<file path="src/rtl/data_mem_arbiter.sv">
// Round-robin arbiter that serialises core load/store requests onto a single-port
// data RAM; each access runs IDLE -> ACCESS -> RESP and ends with a per-core done pulse.
module data_mem_arbiter #(
    parameter int N_CORES    = 4,
    parameter int WIDTH      = 12,
    parameter int DEPTH      = 4096,
    parameter int ADDR_WIDTH = $clog2(DEPTH),
    parameter int IDX_W      = $clog2(N_CORES)
) (
    input  logic                          clk,
    input  logic                          rst,
    input  logic [N_CORES-1:0]            core_req,
    input  logic [N_CORES-1:0]            core_wrEn,
    input  logic [N_CORES*ADDR_WIDTH-1:0] core_addr,
    input  logic [N_CORES*WIDTH-1:0]      core_dataIn,
    output logic [N_CORES-1:0]            core_done,
    output logic [WIDTH-1:0]              core_dataOut,
    output logic                          busy,
    output logic                          ram_wrEn,
    output logic [ADDR_WIDTH-1:0]         ram_addr,
    output logic [WIDTH-1:0]              ram_dataIn,
    input  logic [WIDTH-1:0]              ram_dataOut
);

    typedef enum logic [1:0] {
        S_IDLE   = 2'd0,
        S_ACCESS = 2'd1,
        S_RESP   = 2'd2
    } state_t;

    state_t                state_q, state_d;
    logic [IDX_W-1:0]      sel_q, sel_d;
    logic [IDX_W-1:0]      ptr_q, ptr_d;
    logic                  op_wr_q, op_wr_d;
    logic [IDX_W-1:0]      winner_s;
    logic                  found_s;
    logic [ADDR_WIDTH-1:0] addr_arr_s [N_CORES];
    logic [WIDTH-1:0]      data_arr_s [N_CORES];

    // Cyclic successor of the last winner; the only arithmetic in the block.
    function automatic logic [IDX_W-1:0] rr_idx(input logic [IDX_W-1:0] base, input int offs);
        return IDX_W'((int'(base) + offs) % N_CORES);
    endfunction

    genvar k;
    generate
        for (k = 0; k < N_CORES; k++) begin : g_core
            assign addr_arr_s[k] = core_addr[k*ADDR_WIDTH +: ADDR_WIDTH];
            assign data_arr_s[k] = core_dataIn[k*WIDTH +: WIDTH];
            assign core_done[k]  = (state_q == S_RESP) && (sel_q == IDX_W'(k));
        end
    endgenerate

    // Round-robin search: first requester starting just after the previous winner.
    always_comb begin
        found_s  = 1'b0;
        winner_s = '0;
        for (int i = 1; i <= N_CORES; i++) begin
            winner_s = (!found_s && core_req[rr_idx(ptr_q, i)]) ? rr_idx(ptr_q, i) : winner_s;
            found_s  = found_s | core_req[rr_idx(ptr_q, i)];
        end
    end

    // Next-state logic; a grant is only taken in IDLE, so late requests wait a slot.
    always_comb begin
        state_d = state_q;
        sel_d   = sel_q;
        ptr_d   = ptr_q;
        op_wr_d = op_wr_q;
        case (state_q)
            S_IDLE: begin
                if (found_s) begin
                    sel_d   = winner_s;
                    ptr_d   = winner_s;
                    op_wr_d = core_wrEn[winner_s];
                    state_d = S_ACCESS;
                end else begin
                    state_d = S_IDLE;
                end
            end
            S_ACCESS: state_d = S_RESP;
            S_RESP:   state_d = S_IDLE;
            default:  state_d = S_IDLE;
        endcase
    end

    // State register; ptr resets to the last core so core 0 is served first.
    always_ff @(posedge clk or posedge rst) begin
        if (rst) begin
            state_q <= S_IDLE;
            sel_q   <= '0;
            ptr_q   <= IDX_W'(N_CORES - 1);
            op_wr_q <= 1'b0;
        end else begin
            state_q <= state_d;
            sel_q   <= sel_d;
            ptr_q   <= ptr_d;
            op_wr_q <= op_wr_d;
        end
    end

    assign busy         = (state_q != S_IDLE);
    assign ram_wrEn     = (state_q == S_ACCESS) && op_wr_q;
    assign ram_addr     = addr_arr_s[sel_q];
    assign ram_dataIn   = data_arr_s[sel_q];
    assign core_dataOut = ram_dataOut;

endmodule

</file>
<file path="config.mk">
export PLATFORM = sky130hd
export DESIGN_NAME = data_mem_arbiter
export DESIGN_NICKNAME = d
export VERILOG_FILES = /design/src/rtl/data_mem_arbiter.sv
export SDC_FILE = /design/constraint.sdc
export NUM_CORES = 1
export LEC_CHECK = 0
export ABC_AREA = 1
export BUFFER_PORTS_ARGS = -buffer_cell sky130_fd_sc_hd__buf_4
export CORE_UTILIZATION = 30
export DETAILED_ROUTE_END_ITERATION = 8
export PLACE_DENSITY = 0.76
export SKIP_CTS_REPAIR_TIMING = 1
export SLEW_MARGIN = 0
export SYNTH_ARGS = -nofsm -noshare
export SYNTH_HDL_FRONTEND = slang
export SYNTH_SLANG_ARGS = --single-unit
export TNS_END_PERCENT = 50
</file>
<file path="constraint.sdc">
create_clock -name clk -period 1.6 [get_ports clk]
set_clock_uncertainty 0.1 [all_clocks]
set_input_delay 0.08 -clock clk [delete_from_list [all_inputs] [get_ports clk]]
set_output_delay 0.08 -clock clk [all_outputs]
set_load 0.1 [all_outputs]
</file>
==> impl_metrics.yaml <==
route:
  vias: 2284
  drcViolationCount: 0
  ant_nets: 0
  routedWlPerCell_um: 20.0
  drt_iter0_drc: 133
  via_per_inst: 5.54
  finalWirelength_um: 8230
  detail_route.first_pass.iterations: 4
global_routing:
  grt_max_degree: 34
  grt-ovfl-total: 0
  grt_pass1_vias: 1791
  antenna_found_initial: 0
  grt_pass1_wl_um: 8330
  grtUsageTotal_pct: 23.6
layout:
  fill_cells: 224
  n_antenna_cell: 0
  drive_above_1_share_pct: 69.9
  final_core_utilization_pct: 84.2
  fin_nets: 481
  area_delta_synth_final_pct: 163
  final_common_cell: "buf_4"
  layout_common_cells: "120 x buf_4, 55 x nand3_1, 27 x nand2_1"
timing:
  tns_ns: -3.96
  post-route-period-util_pct: 118
  worst_slew_pin_slew_ns: 0.338
  hold_viol_final: 0
  postLayoutSetupSlackWorst_ns: -0.284
  slew_headroom_pct: 77.5
  rsz0062_at_grt: "true"
  fmaxAchievable_mhz: 531
  post-route-min-period_ns: 1.88
  slew_viol_final: 0
  setup_viol: 32
  whs_ns: 0.0600
floorplanning:
  io_pins: 160
  start_util_pct: 32.0
  die_area_mm2: 0.00466
  core_area_mm2: 0.00412
  die_w_um: 68.3
  die_h_um: 68.3
  row_count: 23
logic_synthesis:
  synth.avg_cell_area_um2: 5.93
  yosysTopAreaCellShare_pct: 30.4
  synth_nets: 340
  synth.largest_area_cell: "nand3_1"
  syn_inst: 222
  yosysWarnings: 0
  synth.distinct_cells: 24
  synth.area.top_cells: "nand3_1 30%, a22oi_1 14%, nand2_1 10%, dfrtp_1 9.5%, buf_4 6.8%"
  ys_seq_area_share_pct: 13.5
  ys_seq_elements: 7
  synthesis.area_mm2: 0.00132
placement:
  dp_slack_ns: -0.227
  post-dp-hpwl_um: 4950
  finalWeightedCongestion: 0.840
  io_buffers: 135
worst_setup_path:
  critPathLaunch: "sel_q[0]"
  crit_family: "buffers and inverters"
  required_ns: 1.42
  path_buf_inv: 4
  crit_path_max_fanout: 5
  timing.critical_path.mode_cell: "buf_12"
  path_class: "flop to primary output"
  cpPeakStageDelay_ns: 0.44
  crit_chain: "clkinv_4 -> nor2_4 -> buf_12 -> clkbuf_16 -> a22oi_2 -> nand3_4 -> buf_12"
  slowest_stage: "dfrtp_2"
  startpoint_type: "flop"
  crit_path_end_kind: "primary output"
  crit_arrival_ns: 1.70
  rr_startpoint: "ptr_q[0]"
hold_path:
  hold_path.class: "input port to primary output"
  hp-start: "ram_dataOut[0]"
outcome:
  violations: "negative setup slack"
  status: "finished with violations"
clocking:
  clock_latency_ns: 0.23
  clk_pin_slew_worst_paths_ns: 0.04
  cts_sinks: 7
  cts_buffers: 3
  cts_tree: "done"
  cts_root_buf: "clkbuf_8"
  cts-htree-levels: 1
  clockBufferDepth: 2
flow_run:
  cap_violations: 0
-- area by class of cell --
| type | count | area (um^2) | area share (%) |
|---|---|---|---|
| repair buffers | 164 | 1710 | 49.4 |
| multi-input cells | 172 | 1400 | 40.3 |
| flip-flops and latches | 7 | 180 | 5.20 |
| clock inverters | 1 | 5.00 | 0.144 |
| clock buffers | 3 | 41.3 | 1.19 |
| inverters | 15 | 71.3 | 2.06 |
| well taps | 50 | 62.6 | 1.81 |
-- per-stage QoR --
| step | cell area [um^2] | std cells |
|---|---|---|
| after floorplan | 1690 | 222 |
| after global placement | 2740 | 396 |
| after detailed placement | 2740 | 396 |
| after CTS | 2780 | 400 |
| after global routing | 3470 | 412 |
| final | 3470 | 412 |
-- final timing paths --
kind	end	slack [ns]	depth (start not counted)
worst max-delay path	ram_dataIn[7]	-0.28	7
min in group asynchronous	state_q[1]	0.23	3
worst min register to register	op_wr_q	0.38	2
worst min-delay path	core_dataOut[0]	0.06	0
worst max register to register	sel_q[1]	-0.28	11
max in group asynchronous	ptr_q[0]	0.91	3
-- sequential cells by signal, summed over array words and instances, names as in the netlist --
name and cells:
op_wr_q 1, ptr_q 2, sel_q 2, state_q 2
-- synth_stat cells --
cell,count
nand3_1,80
nand2_1,36
a22oi_1,24
buf_4,12
clkbuf_1,11
inv_1,11
nand2_2,10
dfrtp_1,5
nand3_2,4
nor3_1,4
o21ai_1,4
buf_2,3
inv_2,3
nor2_1,3
dfstp_2,2
nand4_1,2
a31oi_1,1
and3_1,1
buf_1,1
buf_6,1
inv_6,1
nor2_2,1
nor2_4,1
o21ai_0,1
-- cell families (layout without fill, tap and decap cells) --
logic type,Yosys count,after routing,synth area share (%)
buf+inv,43,183,16.9
simple gates,142,142,53.6
flops,7,7,13.5
compound gates,30,30,16.0
-- worst reg2reg max path, cell delays in order, from the launching register on --
cell and delay, ns:
dfstp_2 0.62, buf_6 0.13, nand2_1 0.06, nand3_1 0.10
nand2_2 0.08, nor2_4 0.17, nand3_1 0.08, nand2_1 0.09
nand2_2 0.07, buf_4 0.14, nand2_2 0.06, o21ai_1 0.06
-- layer usage --
metal	global-route usage, %	wire length (um)	vias to the layer above
li1	-	-	1057
met1	30.7	2690	1061
met4	3.91	389	0
met3	5.17	793	37
met5	0	0	-
met2	40.1	4360	129
Power is not shown: default switching activity piles up to over one toggle a cycle in this logic, so the estimate is an artifact.
